<file path="config.mk">
export PLATFORM = sky130hd
export DESIGN_NAME = pc_sequencer_flat
export DESIGN_NICKNAME = d
export VERILOG_FILES = /design/src/rtl/pc_sequencer_if.sv /design/src/rtl/pc_sequencer.sv /design/src/flat_wrapper.sv
export SDC_FILE = /design/constraint.sdc
export NUM_CORES = 1
export LEC_CHECK = 0
export BUFFER_PORTS_ARGS = -buffer_cell sky130_fd_sc_hd__buf_2
export CAP_MARGIN = 20
export CORE_ASPECT_RATIO = 0.6
export CORE_MARGIN = 2
export CORE_UTILIZATION = 59
export CTS_CLUSTER_SIZE = 14
export DETAILED_ROUTE_END_ITERATION = 8
export PLACE_DENSITY_LB_ADDON = 0.15
export SYNTH_ARGS = -nofsm -noshare
export SYNTH_HDL_FRONTEND = slang
export SYNTH_SLANG_ARGS = --single-unit
</file>
<file path="constraint.sdc">
create_clock -name CLK -period 4.75 [get_ports CLK]
set_input_delay 0.7125 -clock CLK [delete_from_list [all_inputs] [get_ports CLK]]
set_output_delay 0.7125 -clock CLK [all_outputs]
set_load 0.02 [all_outputs]
</file>
<file path="src/rtl/pc_sequencer_if.sv">
// pc_sequencer_if -- control/fetch bundle between the control unit and the
// program-counter sequencer.
//
// master : control side (drives START/HALT/branch/call controls and the
//          program entry table, observes PC and status)
// slave  : the sequencer itself
//
// Signals:
//   START, HALT, Branch, Zero, BranchRel, Call, Ret   control strobes/levels
//   Offset        signed relative branch offset (OFFW)
//   AbsoluteAddr  absolute branch/call target (PCW)
//   ProgBase      program entry table, entry i at [i*PCW +: PCW]
//   PC, ProgIdx   fetch address and current program index
//   Running, Done, Err  status flags
interface pc_sequencer_if #(
    parameter int PCW   = 16,
    parameter int NPROG = 3,
    parameter int OFFW  = 8
);
    localparam int IW = (NPROG > 1) ? $clog2(NPROG) : 1;

    logic                  START;
    logic                  HALT;
    logic                  Branch;
    logic                  Zero;
    logic                  BranchRel;
    logic [OFFW-1:0]       Offset;
    logic [PCW-1:0]        AbsoluteAddr;
    logic                  Call;
    logic                  Ret;
    logic [NPROG*PCW-1:0]  ProgBase;
    logic [PCW-1:0]        PC;
    logic [IW-1:0]         ProgIdx;
    logic                  Running;
    logic                  Done;
    logic                  Err;

    modport master (
        output START, HALT, Branch, Zero, BranchRel, Offset, AbsoluteAddr,
               Call, Ret, ProgBase,
        input  PC, ProgIdx, Running, Done, Err
    );

    modport slave (
        input  START, HALT, Branch, Zero, BranchRel, Offset, AbsoluteAddr,
               Call, Ret, ProgBase,
        output PC, ProgIdx, Running, Done, Err
    );
endinterface

</file>
<file path="src/rtl/pc_sequencer.sv">
// pc_sequencer -- program counter for the Divvy core. Sequences NPROG programs
// from an entry table, takes zero-flag branches (absolute or PC-relative) and
// optionally maintains a hardware call/return stack.
//
// Ports:
//   CLK    clock, all state changes on the rising edge
//   RESET  asynchronous active-high reset
//   bus    pc_sequencer_if.slave (controls in, PC/ProgIdx/status out)
//
// Build option:
//   PC_SEQUENCER_STACK_EN  when defined, the call stack, Call/Ret handling and
//                          the Err fault paths are included. Otherwise Call and
//                          Ret are ignored and Err is constant 0.
module pc_sequencer #(
    parameter int PCW    = 16,
    parameter int NPROG  = 3,
    parameter int OFFW   = 8,
    parameter int SDEPTH = 4
) (
    input  logic          CLK,
    input  logic          RESET,
    pc_sequencer_if.slave bus
);
    localparam int IW = (NPROG > 1) ? $clog2(NPROG) : 1;
    localparam logic [IW-1:0] LAST_IDX = IW'(NPROG - 1);

    typedef enum logic [2:0] {
        S_IDLE,
        S_LOAD,
        S_RUN,
        S_HALTED,
        S_DONE
    } state_t;

    state_t                    state;
    logic [PCW-1:0]            pc;
    logic [IW-1:0]             idx;
    logic                      running;
    logic                      done;

    logic [NPROG-1:0][PCW-1:0] base_tbl;
    logic [PCW-1:0]            pc_inc;
    logic [PCW-1:0]            br_target;
    logic                      take_branch;
    logic                      run_cycle;

    // Stack-facing signals; constant in the stackless build.
    logic                      do_ret;
    logic                      do_call;
    logic                      stk_empty;
    logic                      stk_full;
    logic [PCW-1:0]            stk_top;

    assign base_tbl    = bus.ProgBase;
    assign pc_inc      = pc + PCW'(1);
    assign br_target   = bus.BranchRel
                       ? pc + {{(PCW-OFFW){bus.Offset[OFFW-1]}}, bus.Offset}
                       : bus.AbsoluteAddr;
    assign take_branch = bus.Branch && bus.Zero;
    // A RUN cycle not pre-empted by restart or halt; Ret/Call act only here.
    assign run_cycle   = (state == S_RUN) && !bus.START && !bus.HALT;

`ifdef PC_SEQUENCER_STACK_EN
    localparam int SPW = $clog2(SDEPTH) + 1;

    logic [PCW-1:0]            stk [SDEPTH];
    logic [SPW-1:0]            sp;          // number of live entries
    logic [SPW-2:0]            top_ptr;
    logic                      err;
    logic                      load_next;

    assign top_ptr   = sp[SPW-2:0] - (SPW-1)'(1);
    assign stk_top   = stk[top_ptr];
    assign stk_empty = (sp == '0);
    assign stk_full  = (sp == SPW'(SDEPTH));
    assign do_ret    = run_cycle && bus.Ret;
    assign do_call   = run_cycle && !bus.Ret && bus.Call;

    // Every edge that leaves the FSM in LOAD empties the stack and clears Err.
    assign load_next = bus.START &&
                       ((state == S_IDLE) || (state == S_LOAD) || (state == S_RUN) ||
                        ((state == S_HALTED) && (idx != LAST_IDX)));

    // Storage needs no reset: entries are only read below the stack pointer.
    always_ff @(posedge CLK) begin
        if (do_call && !stk_full)
            stk[sp[SPW-2:0]] <= pc_inc;
    end

    always_ff @(posedge CLK or posedge RESET) begin
        if (RESET) begin
            sp  <= '0;
            err <= 1'b0;
        end else if (load_next) begin
            sp  <= '0;
            err <= 1'b0;
        end else if (do_ret) begin
            if (stk_empty) err <= 1'b1;
            else           sp  <= sp - SPW'(1);
        end else if (do_call) begin
            if (stk_full)  err <= 1'b1;
            else           sp  <= sp + SPW'(1);
        end
    end

    assign bus.Err = err;
`else
    logic unused_ok;

    assign do_ret    = 1'b0;
    assign do_call   = 1'b0;
    assign stk_empty = 1'b0;
    assign stk_full  = 1'b0;
    assign stk_top   = '0;
    assign unused_ok = &{1'b0, bus.Call, bus.Ret, SDEPTH[0]};
    assign bus.Err   = 1'b0;
`endif

    always_ff @(posedge CLK or posedge RESET) begin
        if (RESET) begin
            state   <= S_IDLE;
            pc      <= '0;
            idx     <= '0;
            running <= 1'b0;
            done    <= 1'b0;
        end else begin
            case (state)
                S_IDLE: begin
                    if (bus.START) begin
                        state <= S_LOAD;
                        idx   <= '0;
                        pc    <= base_tbl[0];
                    end
                end
                S_LOAD: begin
                    if (bus.START) begin
                        pc <= base_tbl[idx];
                    end else begin
                        state   <= S_RUN;
                        running <= 1'b1;
                    end
                end
                S_RUN: begin
                    if (bus.START) begin
                        state   <= S_LOAD;
                        running <= 1'b0;
                        pc      <= base_tbl[idx];
                    end else if (bus.HALT) begin
                        state   <= S_HALTED;
                        running <= 1'b0;
                    end else if (do_ret) begin
                        if (stk_empty) begin
                            state   <= S_HALTED;
                            running <= 1'b0;
                        end else begin
                            pc <= stk_top;
                        end
                    end else if (do_call) begin
                        if (stk_full) begin
                            state   <= S_HALTED;
                            running <= 1'b0;
                        end else begin
                            pc <= bus.AbsoluteAddr;
                        end
                    end else if (take_branch) begin
                        pc <= br_target;
                    end else begin
                        pc <= pc_inc;
                    end
                end
                S_HALTED: begin
                    if (bus.START) begin
                        if (idx == LAST_IDX) begin
                            state <= S_DONE;
                            done  <= 1'b1;
                        end else begin
                            state <= S_LOAD;
                            idx   <= idx + IW'(1);
                            pc    <= base_tbl[idx + IW'(1)];
                        end
                    end
                end
                S_DONE: ;
                default: begin
                    state   <= S_IDLE;
                    running <= 1'b0;
                end
            endcase
        end
    end

    assign bus.PC      = pc;
    assign bus.ProgIdx = idx;
    assign bus.Running = running;
    assign bus.Done    = done;
endmodule
</file>
<file path="src/flat_wrapper.sv">
// flat-port wrapper written by rule: the top's interface ports become plain ports
module pc_sequencer_flat 
#(
    parameter int PCW    = 16,
    parameter int NPROG  = 3,
    parameter int OFFW   = 8,
    parameter int SDEPTH = 4
)
  (CLK, RESET, bus_START, bus_HALT, bus_Branch, bus_Zero, bus_BranchRel, bus_Offset, bus_AbsoluteAddr, bus_Call, bus_Ret, bus_ProgBase, bus_PC, bus_ProgIdx, bus_Running, bus_Done, bus_Err);
  pc_sequencer_if #(.PCW(PCW), .NPROG(NPROG), .OFFW(OFFW)) bus_i ();
  input  logic CLK;
  input  logic RESET;
  input wire logic [$bits(bus_i.START)-1:0] bus_START;
  input wire logic [$bits(bus_i.HALT)-1:0] bus_HALT;
  input wire logic [$bits(bus_i.Branch)-1:0] bus_Branch;
  input wire logic [$bits(bus_i.Zero)-1:0] bus_Zero;
  input wire logic [$bits(bus_i.BranchRel)-1:0] bus_BranchRel;
  input wire logic [$bits(bus_i.Offset)-1:0] bus_Offset;
  input wire logic [$bits(bus_i.AbsoluteAddr)-1:0] bus_AbsoluteAddr;
  input wire logic [$bits(bus_i.Call)-1:0] bus_Call;
  input wire logic [$bits(bus_i.Ret)-1:0] bus_Ret;
  input wire logic [$bits(bus_i.ProgBase)-1:0] bus_ProgBase;
  output wire logic [$bits(bus_i.PC)-1:0] bus_PC;
  output wire logic [$bits(bus_i.ProgIdx)-1:0] bus_ProgIdx;
  output wire logic [$bits(bus_i.Running)-1:0] bus_Running;
  output wire logic [$bits(bus_i.Done)-1:0] bus_Done;
  output wire logic [$bits(bus_i.Err)-1:0] bus_Err;
  assign bus_i.START = bus_START;
  assign bus_i.HALT = bus_HALT;
  assign bus_i.Branch = bus_Branch;
  assign bus_i.Zero = bus_Zero;
  assign bus_i.BranchRel = bus_BranchRel;
  assign bus_i.Offset = bus_Offset;
  assign bus_i.AbsoluteAddr = bus_AbsoluteAddr;
  assign bus_i.Call = bus_Call;
  assign bus_i.Ret = bus_Ret;
  assign bus_i.ProgBase = bus_ProgBase;
  assign bus_PC = bus_i.PC;
  assign bus_ProgIdx = bus_i.ProgIdx;
  assign bus_Running = bus_i.Running;
  assign bus_Done = bus_i.Done;
  assign bus_Err = bus_i.Err;
  pc_sequencer #(.PCW(PCW), .NPROG(NPROG), .OFFW(OFFW), .SDEPTH(SDEPTH)) u_core (.CLK(CLK), .RESET(RESET), .bus(bus_i));
endmodule
</file>
# Word-level counts from Yosys, hierarchy flattened
# Index checks and enable logic that the tools add are counted.
# classes
bitwise_logic	2
n_addsub	3
muxes	28
n_lt_le_gt_ge	2
n_reduce_logical	10
eq_ne	12
# op_table
cell	count
two-way mux 16 bit	10
binary-select mux 16 bit (select 2 bit)	2
case mux 16 bit (4 select lines)	1
two-way mux 3 bit	6
adder 16 x 1 -> 16 bit (second input constant)	1
adder 16 bit	1
case mux 3 bit (5 select lines)	1
!= test 2 bit (second input constant)	5
equality test 3 x 2 -> 1 bit (second input constant)	2
< comparator 2 x 3 -> 1 bit (second input constant)	2
two-way mux 2 bit	3
!= test 3 bit (second input constant)	2
AND reduction 3 bit	2
AND reduction 6 bit	1
AND reduction 5 bit	1
case mux 2 bit (2 select lines)	1
AND reduction 4 bit	1
nonzero test 4 bit	1
equality test 3 x 1 -> 1 bit (second input constant)	1
equality test 3 bit (second input constant)	1
logical NOT 3 bit	1
two-way mux 1 bit	3
case mux 1 bit (3 select lines)	1
OR reduction 3 bit	1
5 further kinds	6
# word_totals
wordCells	62
regBits	23
input_bits	81

# Longest topological paths before layout
# Gate-level depths: netlist (run 1).
# depth
word_depth	6
depth_mapped	12

# Worst setup path after synthesis (run 1)
# Ideal clock, no wire load.
# synth_timing
path_kind	reg2reg
start	reg u_core.idx[0] (netlist: u_core.bus.ProgIdx[0])
end	reg u_core.pc[15] (netlist: u_core.bus.PC[15])
setup_time_ns	0.125
slack_ns	2.148
arrival_ns	2.477
path_stages_with_launch	12
n_path_buf	3
path_cell_list	dfrtp_1 -> buf_2 -> inv_1 -> clkbuf_1 -> ha_1 -> buf_2 -> mux2_1 -> a22oi_1 -> o2bb2ai_1 -> a221o_1 -> a31oi_1 -> nand2_1
# synth_between
elab_chain_len	6
elab_cells_between_ends	13
# synth_rtl
item	line_no	source
start: declaration	pc_sequencer.sv:37	logic [IW-1:0] idx;
start signal: assignment	pc_sequencer.sv:178	idx <= idx + IW'(1);
adder 2 x 1 -> 2 bit	pc_sequencer.sv:179	pc <= base_tbl[idx + IW'(1)];
binary-select mux 16 bit (select 2 bit)	pc_sequencer.sv:179	
two-way mux 16 bit (not written as such)	pc_sequencer.sv:179	
two-way mux 16 bit	pc_sequencer.sv:173	if (idx == LAST_IDX) begin
two-way mux 16 bit	pc_sequencer.sv:172	if (bus.START) begin
case mux 16 bit (4 select lines)	pc_sequencer.sv:127	case (state)
end signal: assignment	pc_sequencer.sv:132	pc <= base_tbl[0];
end signal: assignment	pc_sequencer.sv:137	pc <= base_tbl[idx];
end signal: assignment	pc_sequencer.sv:179	
end: declaration	pc_sequencer.sv:36	logic [PCW-1:0] pc;
# Several ways; a longest one is shown, not always the timed one. The select of a mux whose other input is x is not followed.
# A chain may end at the register's enable or synchronous reset.

# Worst setup path after layout (run 1)
# layout_timing
start	reg u_core.idx[0] (netlist: u_core.bus.ProgIdx[0])
end	reg u_core.pc[13] (netlist: u_core.bus.PC[13])
# Same word-level chain as after synthesis.

==> metrics.cfg, run 1 <==
[status]
outcome=finished, final reports clean

[place]
hpwl_um=8860
place_congestion=0.960
port_buffers=98

[timing]
fmax_ghz=0.327
period_share=0.645
timing_worst_slew_pin_value_ns=1.10
max-slew-margin-rel=0.262
finalMaxSlewViolations=0
hold_violations=0
skew_ns=0.00843
rsz0062_at_grt=no
setup_total_negative_slack_ns=0
setup_violations=0
timing.hold.ws_ns=0.501
period_needed_ns=3.06

[final_layout]
insertedDiodeCount=0
layout.nets=661
drive_above_1_share=0.241
layout.cells.most_common=sky130_fd_sc_hd__buf_2
layout_common_cells=sky130_fd_sc_hd__buf_2 (98), sky130_fd_sc_hd__nor2_1 (55), sky130_fd_sc_hd__a21oi_1 (44)
area.growth.synth_to_final_pct=13.3

[detailed_routing]
vias_per_cell=6.67
wl_per_cell_um=18.0
first_iter_violations=430
detail_route.wirelength_um=11600
detail_route.drc_violations=0
m1WireLength_um=5180
highest-signal-layer=met4
drt_pass1_iterations=5
dr_total_vias=4304
routed-wl-met3_um=1210
detail_route_met2_wl_um=5050
postRouteAntennaNets=0

[floorplanning]
die_width_um=106
initial_core_util=0.607
row_count=22
num_io_pins=102
die_h_um=65.2
core_area_sq_mm=0.00606
floorplan.die_area_sq_mm=0.00690

[logic_synthesis]
synth_top_cell_area_share=0.157
mappedNetlistNets=583
synth_async_sr_flop_share=1.00
post_synthesis_compound_gate_area_fraction=0.365
post_synth_fa_ha_maj_area_fraction=0.0633
synthesis.instances=484
post_synth_xor_area_fraction=0.0429
synth-seq-cells=23
postSynth.topFlopCell=sky130_fd_sc_hd__dfrtp_1
dominant_combinational_cell_family_by_area_after_synthesis=compound AO/OA/AOI/OAI gates
synth_enable_flop_cells=0
yosysWarnings=0
synth.distinct_cells=83
synth_simple_gate_area_frac=0.215
synth-seq-area-share=0.157
synth_area_leaders=sky130_fd_sc_hd__dfrtp_1 (16%), sky130_fd_sc_hd__mux2i_1 (7.1%), sky130_fd_sc_hd__a21oi_1 (6.0%)
synthesis.area_per_instance_sq_um=7.60
synth_top_cell_by_area=sky130_fd_sc_hd__dfrtp_1
synth.area.mux_share=0.0891
syn-cell-area_sq_mm=0.00368

[global_route]
gr-total-overflow=0
first_global_vias=3834
grt_pass1_wl_um=18600
grt_usage=0.333
grt_start_max_net_pins=38
grt_antenna_before_repair=0

[cts]
tritoncts.num_buffers=3
clock_tree_from_tritoncts=built
clock_sinks=23
worst_setup_hold_path_clk_slew_ns=0.09
htree_depth=1
post-cts-setup-buffers=0
hold_fix_buffers_at_cts=0
cts_resized=0
clock_tree.buffer_depth=2
clk_latency_ns=0.28
cts_root_buf=sky130_fd_sc_hd__clkbuf_8

[power]
power.internal_mw=1.09
powerDensity_mw_per_mm2=586
static-leakage-power_nw=1.86
power.combinational.fraction=0.764
sw_frac_of_total=0.553
net-switching-power_mw=1.35
fraction_of_power_consumed_by_sequential_logic=0.183
worst_vdd_drop_v=0.000292
power_frac_clock=0.053

[run]
max_cap_viol_count=0

[hold_path]
worstHoldPathCells=1
hp-class=reg2reg
hold_start=u_core.bus.Done

[worst_setup_path]
worst-path-max-fanout=37
crit_type=reg2reg
timing.critical_path.required_ns=4.96
crit_path_start=u_core.bus.ProgIdx[0]
critical_path.endpoint_type=flop
critical_path.startpoint_type=flop
worst-endpoint-arrival_ns=3.28
worstReg2RegStart=u_core.bus.ProgIdx[0]
r2r.worst_path.cells=9

==> worst max-delay path, stage by stage, from the launching register on <==
cell                        delay (ns)
sky130_fd_sc_hd__dfrtp_1          0.33
sky130_fd_sc_hd__buf_4            0.31
sky130_fd_sc_hd__inv_1            0.33
sky130_fd_sc_hd__ha_1             0.40
sky130_fd_sc_hd__nand3_1          0.16
sky130_fd_sc_hd__o2111ai_4        0.50
sky130_fd_sc_hd__nor2_4           0.44
sky130_fd_sc_hd__o221ai_1         0.19
sky130_fd_sc_hd__a31oi_1          0.19
sky130_fd_sc_hd__a21o_1           0.14
==> state kept, by name (all words and copies together), names as in the netlist <==
name                cells
u_core.bus.ProgIdx      2
u_core.bus.PC          16
u_core.bus.Running      1
u_core.bus.Done         1
u_core.state            3
==> cell usage after synthesis, drive strengths merged, types with 3 or more instances <==
library cell	count
nor2	58
a21oi	45
nand2	38
o21ai	38
mux2i	26
buf	25
dfrtp	23
ha	17
inv	14
nand3	14
o221ai	12
a211oi	11
a21o	11
xnor2	11
a22oi	10
nor3	8
xor2	7
mux2	6
nand2b	6
nand4	6
nor4	6
o22ai	6
a221oi	5
and2	5
and3	5
clkbuf	5
o2bb2ai	5
o31ai	5
a31oi	4
nor2b	4
o211a	4
o211ai	4
a21boi	3
and2b	3
o2111ai	3
o21bai	3
o32ai	3
==> final cells by class <==
| type | count | area [sq um] |
|---|---|---|
| fill | 546 | 1890 |
| sequential | 23 | 576 |
| multi-input combinational | 417 | 2860 |
| tap | 84 | 105 |
| clock buffer | 4 | 45.0 |
| timing repair buffer | 103 | 532 |
| inverter | 14 | 52.6 |
==> cells by family (layout without fill, tap and decap cells) <==
| group | after synthesis | after routing |
|---|---|---|
| compound gates | 189 | 189 |
| simple gates | 159 | 159 |
| buf+inv | 44 | 121 |
| mux | 32 | 32 |
| flops | 23 | 23 |
| fa+ha+maj | 18 | 18 |
| xor+xnor | 18 | 18 |
| other cells | 1 | 1 |
==> routing by layer <==
metal | GRT usage | up-vias
met5 | 0 | -
met4 | 0.0641 | 0
met3 | 0.0506 | 25
met2 | 0.515 | 257
met1 | 0.494 | 2022
li1 | - | 2000
==> final timing paths <==
| path | endpoint | slack (ns) |
|---|---|---|
| min in group asynchronous | u_core.bus.PC[3] | 0.63 |
| hold reg to reg | u_core.bus.Done | 0.50 |
| hold / removal | u_core.bus.Done | 0.50 |
| setup / recovery | u_core.bus.PC[13] | 1.69 |
| setup reg to reg | u_core.bus.PC[13] | 1.69 |
| max in group asynchronous | u_core.bus.ProgIdx[1] | 3.53 |
==> per-stage QoR <==
step	total power, mW	setup slack (ns)	util	cell area, sq um	std cells
6_report	2.44	1.69	0.688	4170	645
3_3_place_gp	2.21	1.84	0.679	4110	640
3_5_place_dp	2.26	1.82	0.679	4110	640
2_1_floorplan	1.85	2.15	-	3680	484
4_1_cts	2.39	1.82	0.686	4150	644
5_1_grt	2.63	1.49	0.688	4170	645
==> power by group through the flow <==
stage                     clock (mW)  sequential (mW)  combinational (mW)
after CTS                      0.129            0.441                1.82
after global placement             0            0.439                1.77
final                          0.129            0.447                1.87
after floorplan                    0            0.500                1.35
after global routing           0.135            0.457                2.04
after detailed placement           0            0.443                1.81
Power figures use the tool's default switching activity.
==> run 2, diff against run 1 <==
CORE_UTILIZATION = 49   (was 59)
clock period = 2.6 ns   (was 4.75 ns; I/O delays follow)
==> run 2 against run 1 <==
  * Design area up 5.3%
  * Sequential share of layout area down 0.67 points
  * Global-route usage down 3.9 points
  * Non-clock buffer count up 20
  * Fmax up 25%
  * Largest cell class unchanged
==> metrics.cfg, run 2 (same netlist as run 1, synthesis figures left out) <==
[worst_setup_path]
timing.critical_path.required_ns=2.76  ; was 4.96 ns
crit_type=reg2reg  ; unchanged
worst-endpoint-arrival_ns=2.60  ; was 3.28 ns
cpMaxStageDelayCell=sky130_fd_sc_hd__fa_1  ; was sky130_fd_sc_hd__o2111ai_4
critical_path.startpoint_type=flop  ; unchanged
worst-path-max-fanout=6  ; was 37
timing.critical_path.max_delay_family=compound AO/OA/AOI/OAI gates  ; unchanged
critical_path.endpoint_type=flop  ; unchanged
path_buf_inv=1  ; was 2
slowest_delay_ns=0.39  ; was 0.50 ns
crit_chain=ha_1 > inv_1 > fa_1 > nand2b_2 > a21o_4 > a211oi_4 > o2111a_1 > o31ai_1 > a31o_1  ; was buf_4 > inv_1 > ha_1 > nand3_1 > o2111ai_4 > nor2_4 > o221ai_1 > a31oi_1 > a21o_1

[power]
worst_vdd_drop_v=0.000522  ; was 0.000292 V
powerDensity_mw_per_mm2=1090  ; was 586 mW/mm^2
static-leakage-power_nw=1.98  ; was 1.86 nW
total_power_mw=4.80  ; was 2.44 mW

[cts]
hold_fix_buffers_at_cts=0  ; unchanged
clock_sinks=23  ; unchanged
post-cts-setup-buffers=0  ; unchanged
cts_resized=0  ; unchanged
clock_tree.buffer_depth=2  ; unchanged
clk_latency_ns=0.27  ; was 0.28 ns
clock_tree_from_tritoncts=built  ; unchanged
worst_setup_hold_path_clk_slew_ns=0.07  ; was 0.09 ns
tritoncts.num_buffers=3  ; unchanged
cts_root_buf=sky130_fd_sc_hd__clkbuf_16  ; was sky130_fd_sc_hd__clkbuf_8
htree_depth=1  ; unchanged

[final_layout]
ff_latch_area_sq_um=577  ; was 576 sq um
multiInputGateArea_sq_mm=0.00286  ; unchanged
fillerInstances=691  ; was 546
layout_common_cells=sky130_fd_sc_hd__buf_2 (98), sky130_fd_sc_hd__nor2_1 (55), sky130_fd_sc_hd__a21oi_1 (44)  ; unchanged
area.growth.synth_to_final_pct=19.3  ; was 13.3%
layout.nets=681  ; was 661
insertedDiodeCount=0  ; unchanged
largest_reg_flops=16  ; unchanged
layout.cells.most_common=sky130_fd_sc_hd__buf_2  ; unchanged
post_route_insts_no_fill=685  ; was 645
drive_above_1_share=0.270  ; was 0.241

[global_route]
grt_pass1_wl_um=19200  ; was 18600 um
first_global_vias=3777  ; was 3834
grt_antenna_before_repair=0  ; unchanged
grt_usage=0.293  ; was 0.333
gr-total-overflow=0  ; unchanged
grt_start_max_net_pins=31  ; was 38

[timing]
rsz0062_at_grt=no  ; unchanged
period_needed_ns=2.44  ; was 3.06 ns
timing_worst_slew_pin_value_ns=0.542  ; was 1.10 ns
max-slew-margin-rel=0.638  ; was 0.262
period_share=0.939  ; was 0.645
hold_violations=0  ; unchanged
fmax_ghz=0.409  ; was 0.327 GHz
skew_ns=0.00325  ; was 0.00843 ns
setup_violations=0  ; unchanged
setup_total_negative_slack_ns=0  ; unchanged
finalMaxSlewViolations=0  ; unchanged
postLayoutSetupSlackWorst_ns=0.157  ; was 1.69 ns

[floorplanning]
floorplan.die_area_sq_mm=0.00824  ; was 0.00690 sq mm
die_h_um=71.1  ; was 65.2 um
initial_core_util=0.506  ; was 0.607
row_count=24  ; was 22
num_io_pins=102  ; unchanged
core_area_sq_mm=0.00727  ; was 0.00606 sq mm
die_width_um=116  ; was 106 um

[detailed_routing]
drt_pass1_iterations=5  ; unchanged
postRouteAntennaNets=0  ; unchanged
dr_total_vias=4245  ; was 4304
detail_route.drc_violations=0  ; unchanged
detail_route.wirelength_um=12100  ; was 11600 um
wl_per_cell_um=17.7  ; was 18.0 um
vias_per_cell=6.20  ; was 6.67
first_iter_violations=305  ; was 430

[run]
max_cap_viol_count=0  ; unchanged

[place]
dp_worst_setup_slack_ns=0.0463  ; was 1.82 ns
place_congestion=0.983  ; was 0.960
hpwl_um=9600  ; was 8860 um
numPlacedInstances=681  ; was 640
port_buffers=98  ; unchanged

[hold_path]
hp-class=in2async  ; was reg2reg

[status]
outcome=finished, final reports clean  ; unchanged

## run 2: cell count changes in the layout (fill, tap and decap cells not counted)
cell,change
sky130_fd_sc_hd__dfrtp_1,-1
sky130_fd_sc_hd__clkbuf_16,+3
sky130_fd_sc_hd__buf_6,-1
sky130_fd_sc_hd__dfrtp_2,+1
sky130_fd_sc_hd__buf_4,+20
sky130_fd_sc_hd__buf_12,+1
sky130_fd_sc_hd__clkbuf_1,-1
sky130_fd_sc_hd__clkinv_2,+1
sky130_fd_sc_hd__clkbuf_8,-3
## run 2: routing by layer
metal / GRT usage / wire length (um) / vias up
li1: - / - / 2041
met1: 0.457 / 5920 / 1978
met2: 0.430 / 5060 / 214
met3: 0.0506 / 1040 / 12
met4: 0.0423 / 95 / 0
met5: 0 / 0 / -
## run 2: stage by stage
step	hold slack (ns)	cell area, sq um	utilization
5_1_grt	0.192	4390	0.603
3_3_place_gp	0.458	4310	0.592
6_report	0.158	4390	0.603
4_1_cts	0.169	4390	0.603
3_5_place_dp	0.458	4310	0.592
2_1_floorplan	0.392	3680	-
## run 2: final timing paths
path | startpoint | depth (start not counted) | slack (ns) | to
worst max-delay path | u_core.bus.PC[0] | 9 | 0.16 | u_core.bus.PC[12]
worst min-delay path | RESET | 3 | 0.16 | u_core.state[0]
worst max register to register | u_core.bus.PC[0] | 9 | 0.16 | u_core.bus.PC[12]
worst min register to register | u_core.bus.Done | 1 | 0.51 | u_core.bus.Done
max in group asynchronous | RESET | 3 | 2.15 | u_core.bus.ProgIdx[0]
min in group CLK | bus_ProgBase[3] | 3 | 0.44 | u_core.bus.PC[3]
## run 2: area by class of cell
class	instances	share of cell area
inverters	14	0.0120
clock buffers	3	0.0171
repair buffers	123	0.157
flip-flops and latches	23	0.132
multi-input cells	417	0.651
clock inverters	1	0.00114
well taps	104	0.0297
## run 2: where the power goes
| part | total (mW) | internal, mW | switching (mW) |
|---|---|---|---|
| Clock | 0.359 | 0.208 | 0.151 |
| Combinational | 3.73 | 1.54 | 2.18 |
| Sequential | 0.716 | 0.517 | 0.199 |
| Total | 4.80 | 2.27 | 2.53 |
## run 2: tightest hold or removal path, delay by kind of cell
kind                   cells  cell delay (ns)
buffers and inverters      3             0.44
==> run 3, diff against run 2 <==
PLACE_DENSITY_LB_ADDON = 0.05   (was 0.15)
==> run 3 against run 2 <==
  * Design area about the same
  * Clock power decreased by 2%
  * Register-to-register slack got worse by 0.04 ns
  * Largest cell class unchanged
  * Largest power group unchanged
==> metrics.cfg, run 3 (same netlist as run 1, synthesis figures left out) <==
[final_layout]
layout.nets=683  ; was 681
fillerInstances=708  ; was 691
area.growth.synth_to_final_pct=19.3  ; about the same
insertedDiodeCount=0  ; unchanged
largest_reg_flops=16  ; unchanged
layout.cells.most_common=sky130_fd_sc_hd__buf_2  ; unchanged
layout_common_cells=sky130_fd_sc_hd__buf_2 (98), sky130_fd_sc_hd__nor2_1 (55), sky130_fd_sc_hd__a21oi_1 (44)  ; unchanged
drive_above_1_share=0.271  ; was 0.270

[run]
max_cap_viol_count=0  ; unchanged

[timing]
timing_worst_slew_pin_value_ns=0.578  ; was 0.542 ns
max-slew-margin-rel=0.614  ; was 0.638
setup_violations=0  ; unchanged
period_share=0.954  ; was 0.939
finalMaxSlewViolations=0  ; unchanged
period_needed_ns=2.48  ; was 2.44 ns
timing.hold.ws_ns=0.164  ; was 0.158 ns
hold_violations=0  ; unchanged
rsz0062_at_grt=no  ; unchanged
skew_ns=0.00229  ; was 0.00325 ns
fmax_ghz=0.403  ; was 0.409 GHz
setup_total_negative_slack_ns=0  ; unchanged

[floorplanning]
initial_core_util=0.506  ; unchanged
num_io_pins=102  ; unchanged
die_h_um=71.1  ; unchanged
die_width_um=116  ; unchanged
row_count=24  ; unchanged
floorplan.die_area_sq_mm=0.00824  ; unchanged
core_area_sq_mm=0.00727  ; unchanged

[power]
static-leakage-power_nw=1.98  ; about the same
powerDensity_mw_per_mm2=1100  ; was 1090 mW/mm^2
worst_vdd_drop_v=0.000635  ; was 0.000522 V

[place]
place_congestion=0.966  ; was 0.983
port_buffers=98  ; unchanged
hpwl_um=9930  ; was 9600 um

[detailed_routing]
detail_route.wirelength_um=12600  ; was 12100 um
first_iter_violations=409  ; was 305
postRouteAntennaNets=0  ; unchanged
drt_pass1_iterations=5  ; unchanged
vias_per_cell=6.23  ; was 6.20
wl_per_cell_um=18.3  ; was 17.7 um
detail_route.drc_violations=0  ; unchanged
dr_total_vias=4281  ; was 4245

[cts]
clock_sinks=23  ; unchanged
clk_latency_ns=0.27  ; about the same
post-cts-setup-buffers=0  ; unchanged
worst_setup_hold_path_clk_slew_ns=0.06  ; was 0.07 ns
cts_root_buf=sky130_fd_sc_hd__clkbuf_16  ; unchanged
cts_resized=0  ; unchanged
clock_tree.buffer_depth=2  ; unchanged
htree_depth=1  ; unchanged
hold_fix_buffers_at_cts=0  ; unchanged
clock_tree_from_tritoncts=built  ; unchanged
tritoncts.num_buffers=3  ; unchanged

[global_route]
first_global_vias=3870  ; was 3777
grt_antenna_before_repair=0  ; unchanged
grt_pass1_wl_um=20100  ; was 19200 um
gr-total-overflow=0  ; unchanged
grt_usage=0.305  ; was 0.293
grt_start_max_net_pins=31  ; unchanged

[worst_setup_path]
slowest_delay_ns=0.39  ; about the same
worst-endpoint-arrival_ns=2.64  ; was 2.60 ns
timing.critical_path.required_ns=2.76  ; about the same
worst-path-max-fanout=6  ; unchanged
crit_chain=ha_1 > inv_1 > fa_1 > nand2b_2 > a21o_4 > a211oi_4 > o2111a_1 > o31ai_1 > a31o_1  ; unchanged
critical_path.startpoint_type=flop  ; unchanged
critical_path.endpoint_type=flop  ; unchanged
cpMaxStageDelayCell=sky130_fd_sc_hd__fa_1  ; unchanged
crit_type=reg2reg  ; unchanged

[status]
outcome=finished, final reports clean  ; unchanged

[hold_path]
hp-class=in2async  ; unchanged

## run 3: changes by cell type in the layout (fill, tap and decap cells not counted)
cell                       change
sky130_fd_sc_hd__buf_12        -1
sky130_fd_sc_hd__buf_4         +3
sky130_fd_sc_hd__clkbuf_1      +1
sky130_fd_sc_hd__clkinv_2      -1
## run 3: worst max-delay path, delay by kind of cell, from the launching register on
kind	cells	cell delay (ns)
AOI/OAI and AO/OA	5	1.13
adders and majority gates	2	0.61
buffers and inverters	1	0.07
DFF	1	0.35
and+or+nand+nor	1	0.21
## run 3: per-layer routing
metal	vias up	track usage	wire (um)
met5	-	0	0
met4	0	0.0238	66
met3	10	0.0471	906
met2	179	0.446	5330
met1	2045	0.489	6300
li1	2047	-	-
## run 3: layout make-up
| cell class | instances | area, sq um | share of cell area |
|---|---|---|---|
| multi-input cells | 417 | 2860 | 0.651 |
| repair buffers | 125 | 693 | 0.158 |
| flip-flops and latches | 23 | 577 | 0.131 |
| well taps | 104 | 130 | 0.0297 |
| clock buffers | 4 | 78.8 | 0.0180 |
| inverters | 14 | 52.6 | 0.0120 |
## run 3: final timing paths
kind | end | from | slack (ns) | cells past startpoint
max in group asynchronous | u_core.bus.ProgIdx[0] | RESET | 2.16 | 3
setup reg to reg | u_core.bus.PC[12] | u_core.bus.PC[0] | 0.12 | 9
min in group CLK | u_core.bus.PC[3] | bus_ProgBase[3] | 0.45 | 3
setup / recovery | u_core.bus.PC[12] | u_core.bus.PC[0] | 0.12 | 9
hold / removal | u_core.state[2] | RESET | 0.16 | 3
hold reg to reg | u_core.bus.Done | u_core.bus.Done | 0.47 | 1
## run 3: power breakdown
group,switching [mW],internal [mW]
Combinational,2.20,1.54
Clock,0.142,0.210
Sequential,0.202,0.517
Total,2.55,2.27
## run 3: through the flow
stage | power (mW) | util | setup WS [ns] | cells | area (sq um)
final | 4.81 | 0.604 | 0.119 | 687 | 4390
after global routing | 5.20 | 0.604 | 0.00249 | 687 | 4390
after CTS | 4.76 | 0.604 | 0.147 | 687 | 4390
after detailed placement | 4.38 | 0.593 | 0.0351 | 683 | 4310
after global placement | 4.32 | 0.593 | 0.0504 | 683 | 4310
after floorplan | 3.38 | - | 0.0310 | 484 | 3680
